### config.mk
export PLATFORM = sky130hd
export DESIGN_NAME = raw_scoreboard
export DESIGN_NICKNAME = d
export VERILOG_FILES = /design/src/rtl/raw_scoreboard.sv
export SDC_FILE = /design/constraint.sdc
export NUM_CORES = 1
export LEC_CHECK = 0
export CORE_ASPECT_RATIO = 0.7
export CORE_MARGIN = 5
export CORE_UTILIZATION = 47
export DETAILED_ROUTE_END_ITERATION = 16
export GPL_ROUTABILITY_DRIVEN = 0
export PLACE_DENSITY_LB_ADDON = 0.08
export SLEW_MARGIN = 20
export SYNTH_ARGS = -nofsm -noshare
export SYNTH_HDL_FRONTEND = slang
export SYNTH_SLANG_ARGS = --single-unit
export TNS_END_PERCENT = 1
### constraint.sdc
create_clock -name clk -period 4.5 [get_ports clk]
set_clock_uncertainty 0.05 [all_clocks]
set_input_delay 0.9 -clock clk [delete_from_list [all_inputs] [get_ports clk]]
set_output_delay 0.9 -clock clk [all_outputs]
set_load 0.005 [all_outputs]
### src/rtl/raw_scoreboard.sv
// -----------------------------------------------------------------------------
// raw_scoreboard
//
// Read-after-write hazard tracker for a 5-stage pipeline. It keeps a
// destination tag for each instruction in execute, memory and writeback. For
// the instruction in decode it produces a load-use stall request and a forward
// select for each source operand.
//
// Parameters:
//   W_BYPASS  1 = forward from writeback (11); 0 = register file is
//             write-through, so a writeback match selects the register file (00)
//   CNT_W     width of the optional stall counter
//
// Ports:
//   clk        rising-edge clock
//   rst_n      synchronous active-low reset
//   inst_d     instruction currently in decode
//   flush      taken redirect; the decode instruction is killed this cycle
//   stall      hold PC/decode and inject a bubble into execute
//   fwd_rs1    rs1 source: 00 regfile, 01 execute, 10 memory, 11 writeback
//   fwd_rs2    rs2 source, same encoding
//   stall_cnt  saturating count of stall cycles (only when the macro
//              RAW_SCOREBOARD_STALL_CNT_EN is defined)
// -----------------------------------------------------------------------------
module raw_scoreboard #(
  parameter bit W_BYPASS = 1'b1,
  parameter int CNT_W    = 32
) (
  input  logic        clk,
  input  logic        rst_n,
  input  logic [31:0] inst_d,
  input  logic        flush,
  output logic        stall,
  output logic [1:0]  fwd_rs1,
  output logic [1:0]  fwd_rs2
`ifdef RAW_SCOREBOARD_STALL_CNT_EN
  ,
  output logic [CNT_W-1:0] stall_cnt
`endif
);

  localparam logic [6:0] OP_LUI   = 7'b0110111;
  localparam logic [6:0] OP_AUIPC = 7'b0010111;
  localparam logic [6:0] OP_JAL   = 7'b1101111;
  localparam logic [6:0] OP_JALR  = 7'b1100111;
  localparam logic [6:0] OP_BCC   = 7'b1100011;
  localparam logic [6:0] OP_LCC   = 7'b0000011;
  localparam logic [6:0] OP_SCC   = 7'b0100011;
  localparam logic [6:0] OP_MCC   = 7'b0010011;
  localparam logic [6:0] OP_RCC   = 7'b0110011;

  typedef struct packed {
    logic       valid;
    logic [4:0] rd;
    logic       is_load;
  } tag_t;

  // Instruction fields
  logic [6:0] opcode;
  logic [4:0] rd;
  logic [4:0] rs1;
  logic [4:0] rs2;

  assign opcode = inst_d[6:0];
  assign rd     = inst_d[11:7];
  assign rs1    = inst_d[19:15];
  assign rs2    = inst_d[24:20];

  // funct3/funct7 do not affect hazard tracking
  logic unused_funct;
  assign unused_funct = ^{inst_d[31:25], inst_d[14:12]};

  // Decode
  logic use_rs1;
  logic use_rs2;
  logic wr_rd;
  logic is_load;

  always_comb begin
    use_rs1 = 1'b0;
    use_rs2 = 1'b0;
    wr_rd   = 1'b0;
    is_load = 1'b0;
    unique case (opcode)
      OP_LUI, OP_AUIPC, OP_JAL: wr_rd = 1'b1;
      OP_JALR, OP_MCC: begin
        use_rs1 = 1'b1;
        wr_rd   = 1'b1;
      end
      OP_LCC: begin
        use_rs1 = 1'b1;
        wr_rd   = 1'b1;
        is_load = 1'b1;
      end
      OP_BCC, OP_SCC: begin
        use_rs1 = 1'b1;
        use_rs2 = 1'b1;
      end
      OP_RCC: begin
        use_rs1 = 1'b1;
        use_rs2 = 1'b1;
        wr_rd   = 1'b1;
      end
      default: ;
    endcase
    // Writes to x0 are architecturally discarded, so they never create a hazard
    if (rd == 5'd0) wr_rd = 1'b0;
  end

  // Tag pipeline
  tag_t tag_x_q, tag_x_d;
  tag_t tag_m_q, tag_m_d;
  tag_t tag_w_q, tag_w_d;

  function automatic logic tag_match(input tag_t t, input logic [4:0] a, input logic use_f);
    return t.valid && use_f && (a != 5'd0) && (t.rd == a);
  endfunction

  logic x1, m1, w1, x2, m2, w2;
  logic load_hit;

  always_comb begin
    x1 = tag_match(tag_x_q, rs1, use_rs1);
    m1 = tag_match(tag_m_q, rs1, use_rs1);
    w1 = tag_match(tag_w_q, rs1, use_rs1);
    x2 = tag_match(tag_x_q, rs2, use_rs2);
    m2 = tag_match(tag_m_q, rs2, use_rs2);
    w2 = tag_match(tag_w_q, rs2, use_rs2);
    load_hit = tag_x_q.is_load && (x1 || x2);
  end

  // Priority X > M > W. A load in X has no data yet, so it falls through to
  // older stages; the stall holds decode until the load reaches M. An older
  // match behind an X load is never consumed because that cycle is stalled.
  function automatic logic [1:0] fwd_sel(input logic mx, input logic mm, input logic mw,
                                         input logic x_load);
    if (mx && !x_load)        return 2'b01;
    else if (mx)              return 2'b00;
    else if (mm)              return 2'b10;
    else if (mw && W_BYPASS)  return 2'b11;
    else                      return 2'b00;
  endfunction

  // Outputs are forced idle while reset is asserted, independent of tag state
  always_comb begin
    stall   = 1'b0;
    fwd_rs1 = 2'b00;
    fwd_rs2 = 2'b00;
    if (rst_n) begin
      stall   = load_hit && !flush;
      fwd_rs1 = fwd_sel(x1, m1, w1, tag_x_q.is_load);
      fwd_rs2 = fwd_sel(x2, m2, w2, tag_x_q.is_load);
    end
  end

  always_comb begin
    tag_w_d = tag_m_q;
    tag_m_d = tag_x_q;
    tag_x_d = '0;
    // Stalled or killed decode instructions enter execute as a bubble
    if (!stall && !flush) begin
      tag_x_d.valid   = wr_rd;
      tag_x_d.rd      = rd;
      tag_x_d.is_load = is_load;
    end
  end

  always_ff @(posedge clk) begin
    if (!rst_n) begin
      tag_x_q <= '0;
      tag_m_q <= '0;
      tag_w_q <= '0;
    end else begin
      tag_x_q <= tag_x_d;
      tag_m_q <= tag_m_d;
      tag_w_q <= tag_w_d;
    end
  end

`ifdef RAW_SCOREBOARD_STALL_CNT_EN
  logic [CNT_W-1:0] stall_cnt_q, stall_cnt_d;

  // Saturates at all-ones instead of wrapping
  always_comb begin
    stall_cnt_d = stall_cnt_q;
    if (stall && (stall_cnt_q != {CNT_W{1'b1}})) stall_cnt_d = stall_cnt_q + 1'b1;
  end

  always_ff @(posedge clk) begin
    if (!rst_n) stall_cnt_q <= '0;
    else        stall_cnt_q <= stall_cnt_d;
  end

  assign stall_cnt = stall_cnt_q;
`else
  localparam int cnt_w_unused = CNT_W;
`endif

endmodule

======== Word-level counts from Yosys, hierarchy flattened ========
Index checks and enable logic that the tools add are counted.
storage, ports and cells
  word-level logic and storage cells ...... 74
  bits of input ports ..................... 35
  output and inout bits ................... 5
  register bits ........................... 19
cells by class
  equality and inequality tests ........... 15
  reductions and logical operators ........ 35
  bitwise gates (word level) .............. 2
  mux-type cells .......................... 15
operators with widths
  kind                                                              number
  5-bit == test                                                     6
  1-bit logical AND                                                 23
  7-bit by 6-bit == test with 1-bit output (second input constant)  3
  7-bit == test (second input constant)                             3
  2-bit 2-to-1 mux                                                  10
  7-bit by 5-bit == test with 1-bit output (second input constant)  2
  5-bit nonzero test                                                2
  7-bit by 2-bit == test with 1-bit output (second input constant)  1
  7-bit OR reduction                                                1
  3-bit OR reduction                                                2
  6-bit OR reduction                                                1
  5-bit logical NOT                                                 1
  1-bit 2-to-1 mux                                                  5
  1-bit logical NOT                                                 3
  1-bit NOT                                                         2
  2-bit AND reduction                                               1
  1-bit logical OR                                                  1

======== Depth between registers and ports, before layout ========
  depth in word-level cells ............... 14
  gate-level depth with buffers ........... 5
  mapped depth without buffers ............ 5

======== Worst setup path after synthesis ========
OpenSTA, ideal clock, no wires.
  path kind ............................... input to output
  from .................................... in inst_d[16]
  to ...................................... out stall
  arrival ................................. 2024 ps
  slack ................................... 1526 ps
  cell stages on the path ................. 5
  cell sequence ........................... or4_1 > o22ai_2 > nor2_1 > a22o_1 > and3_1
on the way
  cells in the longest elaborated chain, start to end .. 7
  elaborated cells between the ends (all ways) .. 8
RTL lines
  what                   RTL line  RTL
  start, declared        31        input logic [31:0] inst_d,
  5-bit nonzero test     116       return t.valid && use_f && (a != 5'd0) && (t.rd == a);
  1-bit logical AND      116
  1-bit logical AND (*)  116
  1-bit logical OR (*)   129       load_hit = tag_x_q.is_load && (x1 || x2);
  1-bit logical AND (*)  129
  1-bit logical AND (*)  150       stall = load_hit && !flush;
  1-bit 2-to-1 mux (*)   149       if (rst_n) begin
  end, declared          33        output logic stall,
Mark *: on every way between the ends. The rest lies on a longest branch, timed or not.

======== Final worst setup path ========
  from .................................... in inst_d[21]
  to ...................................... out fwd_rs2[0]
on the way
  cells in the longest elaborated chain, start to end .. 8
  elaborated cells between the ends (all ways) .. 16
RTL lines
  what                            RTL line  RTL
  5-bit nonzero test              116
  1-bit logical AND (2 in a row)  116
  2-bit 2-to-1 mux                140       else if (mw && W_BYPASS) return 2'b11;
  2-bit 2-to-1 mux                139       else if (mm) return 2'b10;
  2-bit 2-to-1 mux                138       else if (mx) return 2'b00;
  2-bit 2-to-1 mux (*)            137       if (mx && !x_load) return 2'b01;
  2-bit 2-to-1 mux (*)            149
  end, declared                   35        output logic [1:0] fwd_rs2
Marked as above.

==> run_results.csv <==
group,metric,value,unit
run_status,status,"finished clean",
timing,finalCritPeriodShare,93.1,%
yosys,yosysUniqueCellTypes,32,
final_layout,area_delta_synth_final,33.6,%
yosys,synth_area_leader_cell,"dfxtp_1",
die,io_pins,40,
clock_tree,clkTransAtPathRegs,0.12,ns
placed_design,place_inst,179,
run,cap_violations,0,
global_routing,grt_max_degree,16,
worst_hold_path,hold_class,"reg -> reg",
yosys,ys_top_cells_by_area,"dfxtp_1, xor2_1, xnor2_1",
drt,drt-pass1-iter-count,4,
global_routing,grt_use_total,16.1,%
power,internal_power,0.242,mW
yosys,dominantRegCellSynth,"dfxtp_1",
worst_setup_path,path_class,"in -> out",
placed_design,portBuffers,29,
clock_tree,cts_made_buffers,3,
yosys,syn_area,1080,sq um
yosys,synth-edff-count,0,
die,core,2170,sq um
global_routing,met2_usage,25.4,%
drt,drt_iter0_markers,37,
final_layout,antenna_cells,0,
worst_setup_path,required,3.55,ns
global_routing,grt.busiest_layer,"met2",
worst_setup_path,critPathBufInv,2,
worst_setup_path,path_max_fanout,4,
die,fp.dieW,67.4,um
timing,hold_ws,0.442,ns
worst_setup_path,start_kind,"input port",
drt,drtAntennaViolNets,0,
timing,finalHoldViolations,0,
clock_tree,cts_hold_buf,0,
clock_tree,htree_levels,1,
clock_tree,clock_latency,0.32,ns
clock_tree,cts_sinks,19,
drt,wl_per_cell,14.5,um
power,p_sw,0.0905,mW
worst_setup_path,critPathArrivalTime,3.24,ns
timing,relSlewSlack,49.6,%
power,clkPwrFrac,28.3,%
worst_setup_path,path_cells,"clkdlybuf4s50_1, xor2_1, nor4_1, nand3_1, or3b_2, a21oi_1, clkdlybuf4s50_1",
final_layout,final_area,1450,sq um
power,p_comb_share,18.7,%
placed_design,dpl_cell_area,1420,sq um
yosys,syn_area_per_cell,9.17,sq um
power,powerDensity,230,nW/um^2
yosys,synth_seq_cells,19,
power,p_leak,0.551,nW
drt,routed_via_density,5.23,
clock_tree,cts_resized,0,
final_layout,final_common_cell,"clkdlybuf4s50_1",
timing,rsz0062_at_grt,"false",
die,fp-row-count,14,
timing,tns,0,ns
clock_tree,cts_tree,"done",
timing,fmax,239,MHz
clock_tree,clockBufferDepth,2,
worst_setup_path,crit_path_max_incr_delay,0.51,ns
worst_setup_path,cp_common_cell,"clkdlybuf4s50_1",
final_layout,nets,187,
worst_setup_path,crit_family,"buffers and inverters",
global_routing,grt_use_met1,21.4,%
worst_setup_path,end_kind,"output pin",
placed_design,dp_hpwl,2.19,mm
final_layout,final_cell_mix,"clkdlybuf4s50_1, dfxtp_1, xor2_1",
global_routing,antenna_found_initial,0,
global_routing,overflow,0,
worst_setup_path,cp_slowest_cell,"clkdlybuf4s50_1",
yosys,synthesis.nets,153,
power,total_power,0.333,mW
yosys,postSynthCellCount,118,
yosys,synthArstFlopShare,0,%
power,swShare,27.2,%
yosys,yosysWarnings,0,
clock_tree,post-cts-setup-buffers,0,
drt,drt-total-wl,2.65,mm
yosys,synth_top_area_share,35.1,%
drt,route.detailed.drc,0,
global_routing,grtUsageMet3,5.36,%
die,die_h,50.2,um
timing,worst_pin_slew,0.749,ns
timing,setup_viol_count_final,0,
clock_tree,clk_root_buffer_cell,"clkbuf_4",
drt,dr_total_vias,957,
power,seq_power_share,53.0,%
global_routing,first_global_vias,940,
timing,period_needed,4.19,ns
power,ir_drop,0.179,mV
final_layout,layout-drive-gt1-share,9.27,%
yosys,ys_seq_area_share,35.1,%
final_layout,instances_no_fill,183,
global_routing,grt_first_pass_wirelength,4.13,mm
timing,slew_violations,0,
die,dieArea,3380,sq um
die,initial_core_util,49.8,%
==> cell type report <==
class                   instances  area [sq um]
clock buffers                   3          22.5
flip-flops and latches         19           380
well taps                      32          40.0
fillers                       188           726
clock inverters                 1          7.51
repair buffers                 30           298
multi-input cells              98           698
==> synth_stat cells (2+ instances only) <==
master     n
a21oi_1    2
and2_1    12
and2_2     5
and3_1     2
and3b_1    2
dfxtp_1   19
nand2_1    6
nand3_1    3
nand3b_1   2
nand4_1    2
nor2_1     7
nor3_1     2
nor4_1     5
or3_1      2
or4_1      2
xnor2_1   12
xor2_1    18
==> flip-flops by register name, summed over array words and instances (netlist names) <==
signal / cells
tag_m_d: 7
tag_m_q: 6
tag_w_q: 6
==> per-stage QoR <==
step                      worst slack, ns  utilization (%)
after global routing                0.166             66.6
after global placement              0.324             65.2
after floorplan                      1.53                -
final                               0.309             66.6
after CTS                           0.336             66.6
after detailed placement            0.338             65.2
==> power by group through the flow <==
| stage | Combinational [mW] | Clock [mW] | Sequential (mW) |
|---|---|---|---|
| floorplan | 0.0266 | 0 | 0.179 |
| global placement | 0.0600 | 0 | 0.180 |
| detailed placement | 0.0619 | 0 | 0.180 |
| CTS | 0.0621 | 0.0963 | 0.176 |
| global route | 0.0677 | 0.102 | 0.177 |
| finish | 0.0623 | 0.0940 | 0.176 |
==> final timing paths <==
check	from	endpoint	slack, ns	cells past startpoint
setup / recovery	inst_d[21]	fwd_rs2[0]	0.31	7
hold reg to reg	tag_m_d[6]$_SDFF_PP0_	tag_m_q[6]$_SDFF_PN0_	0.44	1
setup reg to reg	tag_m_d[2]$_SDFF_PN0_	tag_m_d[6]$_SDFF_PP0_	2.70	5
hold / removal	tag_m_d[6]$_SDFF_PP0_	tag_m_q[6]$_SDFF_PN0_	0.44	1
==> worst reg2reg max path: cells and delay by family, from the launching register on <==
| family | cells | cell delay (ns) |
|---|---|---|
| xor gates and xnor gates | 1 | 0.14 |
| DFF | 1 | 0.40 |
| AOI/OAI and AO/OA | 1 | 0.25 |
| and+or+nand+nor | 3 | 0.87 |
==> logic make-up after synthesis <==
kind of cell	share of synthesized area (%)
xor gates and xnor gates	24.3
AOI/OAI and AO/OA	7.86
and+or+nand+nor	32.4
buffers and inverters	0.346
DFF	35.1
==> layer usage <==
| layer | part of all wire, % | vias up |
|---|---|---|
| met1 | 47 | 446 |
| met4 | 0.53 | 0 |
| li1 | - | 484 |
| met3 | 6.5 | 4 |
| met2 | 46 | 23 |
| met5 | 0 | - |
No activity file was read; power rests on OpenSTA's default activity.
==> edit (same settings) <==
The parameter `W_BYPASS` goes from 1'b1 to 1'b0.
--- a/src/rtl/raw_scoreboard.sv
+++ b/src/rtl/raw_scoreboard.sv
@@ -23,7 +23,7 @@
 //              RAW_SCOREBOARD_STALL_CNT_EN is defined)
 // -----------------------------------------------------------------------------
 module raw_scoreboard #(
-  parameter bit W_BYPASS = 1'b1,
+  parameter bit W_BYPASS = 1'b0,
   parameter int CNT_W    = 32
 ) (
   input  logic        clk,
Check against the original RTL: not equivalent (Yosys sat finds a counterexample within 4 cycles, from zero or initial values and one cycle with rst_n low).
==> edit against the original RTL <==
Critical path depth is the same; fmax is 2.6% higher; area after synthesis fell by 27%; power is 26% lower; routed wire length down 27%; first-iteration DRC count fell by 32%; non-clock buffer count shrank 1; final area decreased by 22%; sequential cell count shrank 6; count of clock-buffer cells in the layout unchanged; setup slack better by 0.11 ns; critical path type unchanged.
==> edit: results (changes against the original RTL) <==
metric;value;unit;change
clock slew at the register clock pins of the worst setup and hold paths;0.08;ns;-0.04 ns
top cells by count, synth;dfxtp_1 (13), xnor2_1 (12), xor2_1 (8);;
vias in the first global route;728;;-23%
Layout Cells excl Fill;141;;-23%
Mean Syn Cell Area;8.972;um2;-2.2%
Post-DP HPWL;1.645;mm;-25%
Max-slew headroom;76.21;%;+27 points
top cells by area, synth;dfxtp_1 (33%), xnor2_1 (13%), xor2_1 (8.9%);;
Peak VDD IR;182.0;uV;+1.5%
nets;156;;-17%
met2 GRT Util;25.33;%;-0.12 points
Worst EP arrival;3.14;ns;-0.10 ns
met3 Use GR;6.122;%;+0.77 points
clock tree buffer depth;2;;unchanged
antenna cells;0;;unchanged
Leak Pwr;0.4068;nW;-26%
Total Wirelength;1.935;mm;-27%
GR Util met1;20.67;%;-0.72 points
crit path max fanout;8;;+4
pin count of the biggest net entering global routing;12;;-4
Clk Latency, worst-skew pair;0.28;ns;-0.04 ns
vias after detailed routing;765;;-20%
Seq/Total Area, Yosys;32.96;%;-2.2 points
Yosys cell types;29;;-9.4%
layout cell share with drive strength beyond 1;8.333;%;-0.94 points
worst min path class;flip-flop to flip-flop;;
status;complete, no violations;;
Mapped Nets;123;;-20%
Initial DRC Count;25;;-32%
first-pass GRT wire length;3.139;mm;-24%
## edit: cell types whose count changed in the layout (fill, tap and decap cells not counted), sizes merged, moves of 3 or more
cell	unedited run	this run
dfxtp	19	13
xor2	18	8
and2	17	6
o21ai	0	3
nand2	6	2
and3	3	6
## edit: routing by layer
metal  wire (um)  vias up
met5           0        -
met4          22        0
met3         160        4
met2         865       29
met1         887      349
li1            -      383
## edit: final timing paths
kind | start | end | slack (ns) | cells past startpoint
max | inst_d[15] | stall | 0.41 | 7
min | tag_m_d[6]$_SDFF_PP0_ | tag_m_q[6]$_SDFF_PN0_ | 0.47 | 1
max reg2reg | tag_m_d[4]$_SDFF_PN0_ | tag_m_d[3]$_SDFF_PN0_ | 2.85 | 5
min reg2reg | tag_m_d[6]$_SDFF_PP0_ | tag_m_q[6]$_SDFF_PN0_ | 0.47 | 1
## edit: area by class of cell
class | instances | area, um2
timing repair buffer | 29 | 290.3
sequential | 13 | 260.3
clock inverter | 1 | 5.005
tap | 21 | 26.28
clock buffer | 3 | 22.52
multi-input combinational | 74 | 525.5
fill | 126 | 461.7
## edit: per-stage QoR
stage / worst slack, ns / instance area, um2
3_3_place_gp: 0.4570 / 1102
6_report: 0.4143 / 1130
2_1_floorplan: 1.607 / 789.5
3_5_place_dp: 0.4159 / 1102
4_1_cts: 0.3892 / 1130
5_1_grt: 0.2048 / 1130
## edit: cell families after synthesis
| group | share of synthesized area [%] |
|---|---|
| simple gates | 36.93 |
| xor+xnor | 22.19 |
| flops | 32.96 |
| compound gates | 7.449 |
| buf+inv | 0.4750 |
## edit: power breakdown
part           internal [mW]  total [mW]  switching [mW]  leakage, nW
Clock                 0.0330      0.0714          0.0384       0.0177
Sequential             0.118       0.121         0.00319        0.106
Combinational         0.0324      0.0532          0.0208        0.283
Total                  0.184       0.246          0.0624        0.407
## edit: worst max-delay path, cell delays in order
cell and delay [ns]:
clkdlybuf4s50_1 0.58, xnor2_1 0.14, nand4_1 0.17, nor4b_1 0.41, o21ai_2 0.18, nor3b_1 0.21
clkdlybuf4s50_1 0.53
